File: src/rtl/loop_fifo_reader.sv
// Drain side of the loopback FIFO: replays kept frames to TX AXI-Stream, discards flagged ones.
// Zero-latency pass-through while forwarding; a frame only starts once enough data is buffered.
module loop_fifo_reader #(
    parameter int IFG_CYCLES    = 12,
    parameter int START_TIMEOUT = 255,
    parameter int CNT_WIDTH     = 32
) (
    input  logic                 clk,
    input  logic                 rst,
    input  logic                 enable,
    input  logic                 s_axis_prog_empty,
    input  logic [8:0]           s_axis_tdata,
    input  logic                 s_axis_tlast,
    input  logic                 s_axis_tvalid,
    output logic                 s_axis_tready,
    output logic [7:0]           m_axis_tdata,
    output logic                 m_axis_tlast,
    output logic                 m_axis_tvalid,
    input  logic                 m_axis_tready,
    output logic                 busy,
    output logic [CNT_WIDTH-1:0] tx_frames,
    output logic [CNT_WIDTH-1:0] drop_frames
);
    localparam int WW = (START_TIMEOUT > 1) ? $clog2(START_TIMEOUT) : 1;
    localparam int GW = (IFG_CYCLES > 1) ? $clog2(IFG_CYCLES) : 1;
    localparam logic [WW-1:0] WAIT_LAST = WW'(START_TIMEOUT - 1);
    localparam logic [GW-1:0] GAP_LAST  = GW'((IFG_CYCLES > 0) ? IFG_CYCLES - 1 : 0);

    typedef enum logic [2:0] {
        S_IDLE,
        S_WAIT,
        S_FORWARD,
        S_DROP,
        S_GAP
    } state_t;

    state_t        state;
    logic [WW-1:0] wait_cnt;
    logic [GW-1:0] gap_cnt;

    assign busy = (state != S_IDLE);

    // Forwarding is a direct wire-through so the MAC sees FIFO data with no added latency.
    always_comb begin
        s_axis_tready = 1'b0;
        m_axis_tvalid = 1'b0;
        m_axis_tdata  = '0;
        m_axis_tlast  = 1'b0;
        case (state)
            S_FORWARD: begin
                s_axis_tready = m_axis_tready;
                m_axis_tvalid = s_axis_tvalid;
                m_axis_tdata  = s_axis_tdata[7:0];
                m_axis_tlast  = s_axis_tlast;
            end
            S_DROP:  s_axis_tready = 1'b1;
            default: ;
        endcase
    end

    always_ff @(posedge clk or posedge rst) begin
        if (rst) begin
            state       <= S_IDLE;
            wait_cnt    <= '0;
            gap_cnt     <= '0;
            tx_frames   <= '0;
            drop_frames <= '0;
        end else begin
            case (state)
                S_IDLE: begin
                    wait_cnt <= '0;
                    if (enable && s_axis_tvalid) state <= S_WAIT;
                end
                S_WAIT: begin
                    if (!s_axis_tvalid) begin
                        wait_cnt <= '0;
                        if (!enable) state <= S_IDLE;
                    end else if (!s_axis_prog_empty || wait_cnt == WAIT_LAST) begin
                        // The drop flag rides on the first beat only.
                        wait_cnt <= '0;
                        state    <= s_axis_tdata[8] ? S_DROP : S_FORWARD;
                    end else begin
                        wait_cnt <= wait_cnt + 1'b1;
                    end
                end
                S_FORWARD: begin
                    if (s_axis_tvalid && m_axis_tready && s_axis_tlast) begin
                        if (tx_frames != '1) tx_frames <= tx_frames + 1'b1;
                        gap_cnt <= '0;
                        state   <= (IFG_CYCLES > 0) ? S_GAP : S_IDLE;
                    end
                end
                S_DROP: begin
                    if (s_axis_tvalid && s_axis_tlast) begin
                        if (drop_frames != '1) drop_frames <= drop_frames + 1'b1;
                        state <= S_IDLE;
                    end
                end
                S_GAP: begin
                    if (gap_cnt == GAP_LAST) state <= S_IDLE;
                    else                     gap_cnt <= gap_cnt + 1'b1;
                end
                default: state <= S_IDLE;
            endcase
        end
    end
endmodule
File: config.mk
export PLATFORM = sky130hd
export DESIGN_NAME = loop_fifo_reader
export DESIGN_NICKNAME = d
export VERILOG_FILES = /design/src/rtl/loop_fifo_reader.sv
export SDC_FILE = /design/constraint.sdc
export NUM_CORES = 1
export LEC_CHECK = 0
export ABC_AREA = 1
export CAP_MARGIN = 15
export CORE_ASPECT_RATIO = 2
export CORE_MARGIN = 3
export CORE_UTILIZATION = 53
export DETAILED_ROUTE_END_ITERATION = 6
export PLACE_DENSITY_LB_ADDON = 0.08
export SKIP_CTS_REPAIR_TIMING = 1
export SLEW_MARGIN = 10
export SYNTH_ARGS = -nofsm -noshare
export SYNTH_HDL_FRONTEND = slang
export SYNTH_SLANG_ARGS = --single-unit
File: constraint.sdc
create_clock -name clk -period 7.4 [get_ports clk]
set_input_delay 1.85 -clock clk [delete_from_list [all_inputs] [get_ports clk]]
set_output_delay 1.85 -clock clk [all_outputs]
set_load 0.05 [all_outputs]
Yosys cells after proc, flatten, opt, wreduce, memory -nomap -nowiden

Cells that the tools add are included.

Bits of input ports: 16
Logic and storage cells: 57
Output and inout bits: 76
Flip-flop bits (word level): 79

Mux-type cells: 19
$add $sub $neg: 4
Equality and inequality tests: 15
Reduce and logical (&&, ||, !) cells: 14

Operators by type and width:

| operator                                                              | count |
|---|---|
| 32-bit by 1-bit adder with 32-bit output, second input constant       | 2 |
| 32-bit inequality test, second input constant                         | 2 |
| 8-bit two-way mux                                                     | 3 |
| 3-bit two-way mux                                                     | 7 |
| 8-bit one-hot mux with 2 select lines                                 | 1 |
| 3-bit one-hot mux with 5 select lines                                 | 1 |
| 2-bit inequality test, second input constant                          | 5 |
| 3-bit AND reduction                                                   | 3 |
| 8-bit by 1-bit adder with 8-bit output, second input constant         | 1 |
| 8-bit equality test, second input constant                            | 1 |
| 4-bit two-way mux                                                     | 2 |
| 4-bit one-hot mux with 2 select lines                                 | 1 |
| 3-bit by 2-bit equality test with 1-bit output, second input constant | 2 |
| 3-bit inequality test, second input constant                          | 2 |
| 6-bit AND reduction                                                   | 1 |
| 4-bit by 1-bit adder with 4-bit output, second input constant         | 1 |
| 4-bit equality test, second input constant                            | 1 |
| 1-bit logical AND                                                     | 4 |
| 2-bit nonzero test                                                    | 2 |
| 3-bit by 1-bit equality test with 1-bit output, second input constant | 1 |
| 3-bit equality test, second input constant                            | 1 |
| 3-bit logical NOT                                                     | 1 |
| 1-bit two-way mux                                                     | 3 |
| 3-bit nonzero test                                                    | 1 |
| other kinds (3)                                                       | 3 |

Longest topological paths before layout

Depth in word-level cells: 5
Gate-level depth with buffers: 11
Depth with buffers taken out: 11

Worst setup path before layout

OpenSTA, ideal clock, no wires.

Path type: in2out
From: input m_axis_tready
To: output s_axis_tready
Data required time: 5.550 ns
Setup slack: 2.561 ns
Cell stages on the path: 2
Arrival: 2.989 ns
Path buffers: 0
Cells stage by stage: inv_1 -> o21ai_0

Word-level cells in the longest chain between the ends: 1

RTL lines:

| item                                  | RTL line | source |
|---|---|---|
| from (decl)                           | 19       | `input logic m_axis_tready,` |
| 1-bit one-hot mux with 2 select lines | 49       | `case (state)` |
| to (decl)                             | 15       | `output logic s_axis_tready,` |

Every way passes these cells.

Final worst setup path

From: input s_axis_tvalid
To: output m_axis_tvalid

Word-level cells in the longest chain between the ends: 1

RTL lines:

| item              | RTL line | source |
|---|---|---|
| from (decl)       | 14       | `input logic s_axis_tvalid,` |
| 1-bit two-way mux | 49       |  |
| to (decl)         | 18       | `output logic m_axis_tvalid,` |

Every way passes these cells.

==> metrics.txt <==
status=complete, no violations; WL final=14,900 um; min cycle time layout=5280 ps; yosys warns=0; root buffer cell=clkbuf_16; placed wire-length estimate=11,500 um; filler instances=907; CP max-delay cell=clkdlybuf4s50_1; FF-to-FF path depth=10; worst-margin pin slew=1050 ps; global-route wire length before repair=25,100 um; Worst slew margin=0.302; critical-path maximum fanout=4; number of global-route vias before repair=5,460; period utilization=0.714; Antenna Nets Post-Route=0; worst path cell trace=clkdlybuf4s50_1, inv_1, nor2_1, clkdlybuf4s50_1; HP Class=reg -> reg; global route overflow=0; Synth Area in XOR/XNOR=0.0522; core area=9830 sq um; clk sink count=79; largest net degree at the start of global routing=80; FP Rows=51; cell mode on critical path=clkdlybuf4s50_1; R2R setup slack=4960 ps; DR iter-0 viols=311; Max Root-Sink Buffers=2; DR WL/cell=14.2 um; Crit. End Element=output pin; Placed Cells=1,036; hold depth=1; number of remaining DRC errors=0; Skew-Pair Late Insertion Delay=340 ps; Via Count=5,391; Post-Synth Adder-Cell Area=0.0116; IO buf count=91; Arrival @ worst endpoint=3430 ps; clock slew at reported path FFs=60 ps; ant diodes=0; Cells after Synth=825; Post-Syn Nets=846; share of cells above drive strength 1=0.0457; most common cell after layout, fill and taps aside=nand2_1; router iterations before antenna repair=6; Final nets=936; Worst R2R Start=drop_frames[0]; kind of critical path=in -> out; Final Setup Violations=0; leakage=3.07 nW; total CTS buffers=9; Startpoint Class=input pin; Critical Path Max Stage Delay=840 ps; commonest non-fill, non-tap cells in the layout=nand2_1 (386), nor2_1 (128), clkdlybuf4s50_1 (91); largest family of logic cells by synthesized area=simple AND/OR/NAND/NOR gates; worst-case hold path end point=wait_cnt[6]; Slew Limit Fails=0; CTS tree=built; maximum vdd drop=143 uV; Synth Area in Simple Gates=0.480; max-cap check violation count=0; Worst Skew=5.07 ps; RR Endpoint=drop_frames[27]; H-tree levels=3; Fin. Hold Viols=0; f_max=0.189 GHz; post-synthesis mux area share=0; register area share after synthesis=0.368; Largest delay share family, worst path=buffers and inverters; multi-input combinational cell area=3030 sq um; Die H=148 um; Placer Congestion=0.940; initial antenna violation count=0; register bit total from synthesis=79; worst path bufs/invs=3; GRT Resource Usage Total=0.275; Post-Syn Area per Cell=6.51 sq um; Mapped Area=5370 sq um; final std cells w/o fill=1,052; initial core utilization=0.546; RSZ-0062 raised after global routing=false; Netlist cell types=29; vias per inst=5.12; worst hold slack=506 ps; num ports=92; sequential cell area=1980 sq um; Layout area overhead=23.8%; Chip Width=77.2 um; die area=11,400 sq um; Synth Area in Compound Gates=0.0200; worst endpoint required time=5550 ps; final setup TNS=0 ps; Power Density=192 nW/um^2; hold_sp=wait_cnt[6]
how the worst max path moves through the flow:
| stage | slack, ps | end | cells past startpoint | startpoint |
|---|---|---|---|---|
| CTS | 2130 | m_axis_tvalid | 4 | s_axis_tvalid |
| finish | 2120 | m_axis_tvalid | 4 | s_axis_tvalid |
| global placement | 2150 | s_axis_tready | 4 | m_axis_tready |
| floorplan | 2560 | s_axis_tready | 2 | m_axis_tready |
| global route | 2050 | m_axis_tvalid | 4 | s_axis_tvalid |
| detailed placement | 2130 | m_axis_tvalid | 4 | s_axis_tvalid |
power by group:
group / switching [mW] / total (mW) / internal, mW / leakage [nW]
logic: 0.233 / 0.327 / 0.0943 / 1.82
clock network: 0.195 / 0.461 / 0.265 / 0.144
registers: 0.0338 / 0.489 / 0.455 / 1.10
area by class of cell:
| type | instances | area share |
|---|---|---|
| timing repair buffer | 93 | 0.139 |
| tap | 132 | 0.0248 |
| inverter | 67 | 0.0378 |
| clock inverter | 7 | 0.0119 |
| clock buffer | 9 | 0.0339 |
| multi-input combinational | 665 | 0.455 |
| sequential | 79 | 0.297 |
synthesized netlist by cell type:
master	count	area (sq um)
inv_2	1	3.75
nand4_1	15	93.8
o31ai_1	1	7.51
buf_8	1	15.0
a21oi_1	2	10.0
nor3_1	4	20.0
o22ai_1	1	6.26
nor3_4	1	16.3
nand3_4	1	17.5
nand3b_1	23	173
buf_6	6	67.6
dfrtp_1	79	1980
nor2_2	5	31.3
inv_1	66	248
nand3_1	31	155
nor2_4	5	56.3
buf_2	5	25.0
nand3_2	2	20.0
nand2_4	4	45.0
xnor2_1	11	96.3
a21oi_2	1	8.76
nand2_1	386	1450
nand2_2	3	18.8
ha_1	5	62.6
xor2_1	21	184
clkbuf_1	2	7.51
nor2_1	128	480
o21ai_1	1	5.00
o21ai_0	14	70.1
per-layer routing:
layer | vias to the layer above | routed length, um | track usage
li1 | 2729 | - | -
met1 | 2482 | 5470 | 0.274
met2 | 130 | 8110 | 0.513
met3 | 50 | 468 | 0.0412
met4 | 0 | 899 | 0.184
met5 | - | 0 | 0
through the flow:
stage               instance area (sq um)  utilization  setup slack [ps]  power (mW)
floorplan                            5370            -              2560       0.727
global placement                     6350        0.646              2150       0.816
detailed placement                   6350        0.646              2130       0.826
CTS                                  6650        0.677              2130        1.29
global route                         6650        0.677              2050        1.34
finish                               6650        0.677              2120        1.28
flip-flops by register name (all words and copies together), names as in the netlist:
| signal | count |
|---|---|
| drop_frames | 32 |
| gap_cnt | 4 |
| state | 3 |
| tx_frames | 32 |
| wait_cnt | 8 |
kinds of logic (layout without fill, tap and decap cells):
group | after synthesis | after routing
AND/OR/NAND/NOR | 608 | 608
adder cells (fa/ha/maj) | 5 | 5
buffers and inverters | 81 | 176
AO/OA/AOI/OAI | 20 | 20
XOR/XNOR | 32 | 32
flip-flops | 79 | 79
worst register-to-register path: cells and delay by family (launching register included):
family / cells / cell delay [ps]
buffers and inverters: 1 / 130
DFF: 1 / 440
adders and majority gates: 1 / 280
and+or+nand+nor: 8 / 1520
(Power assumes the default switching activity.)
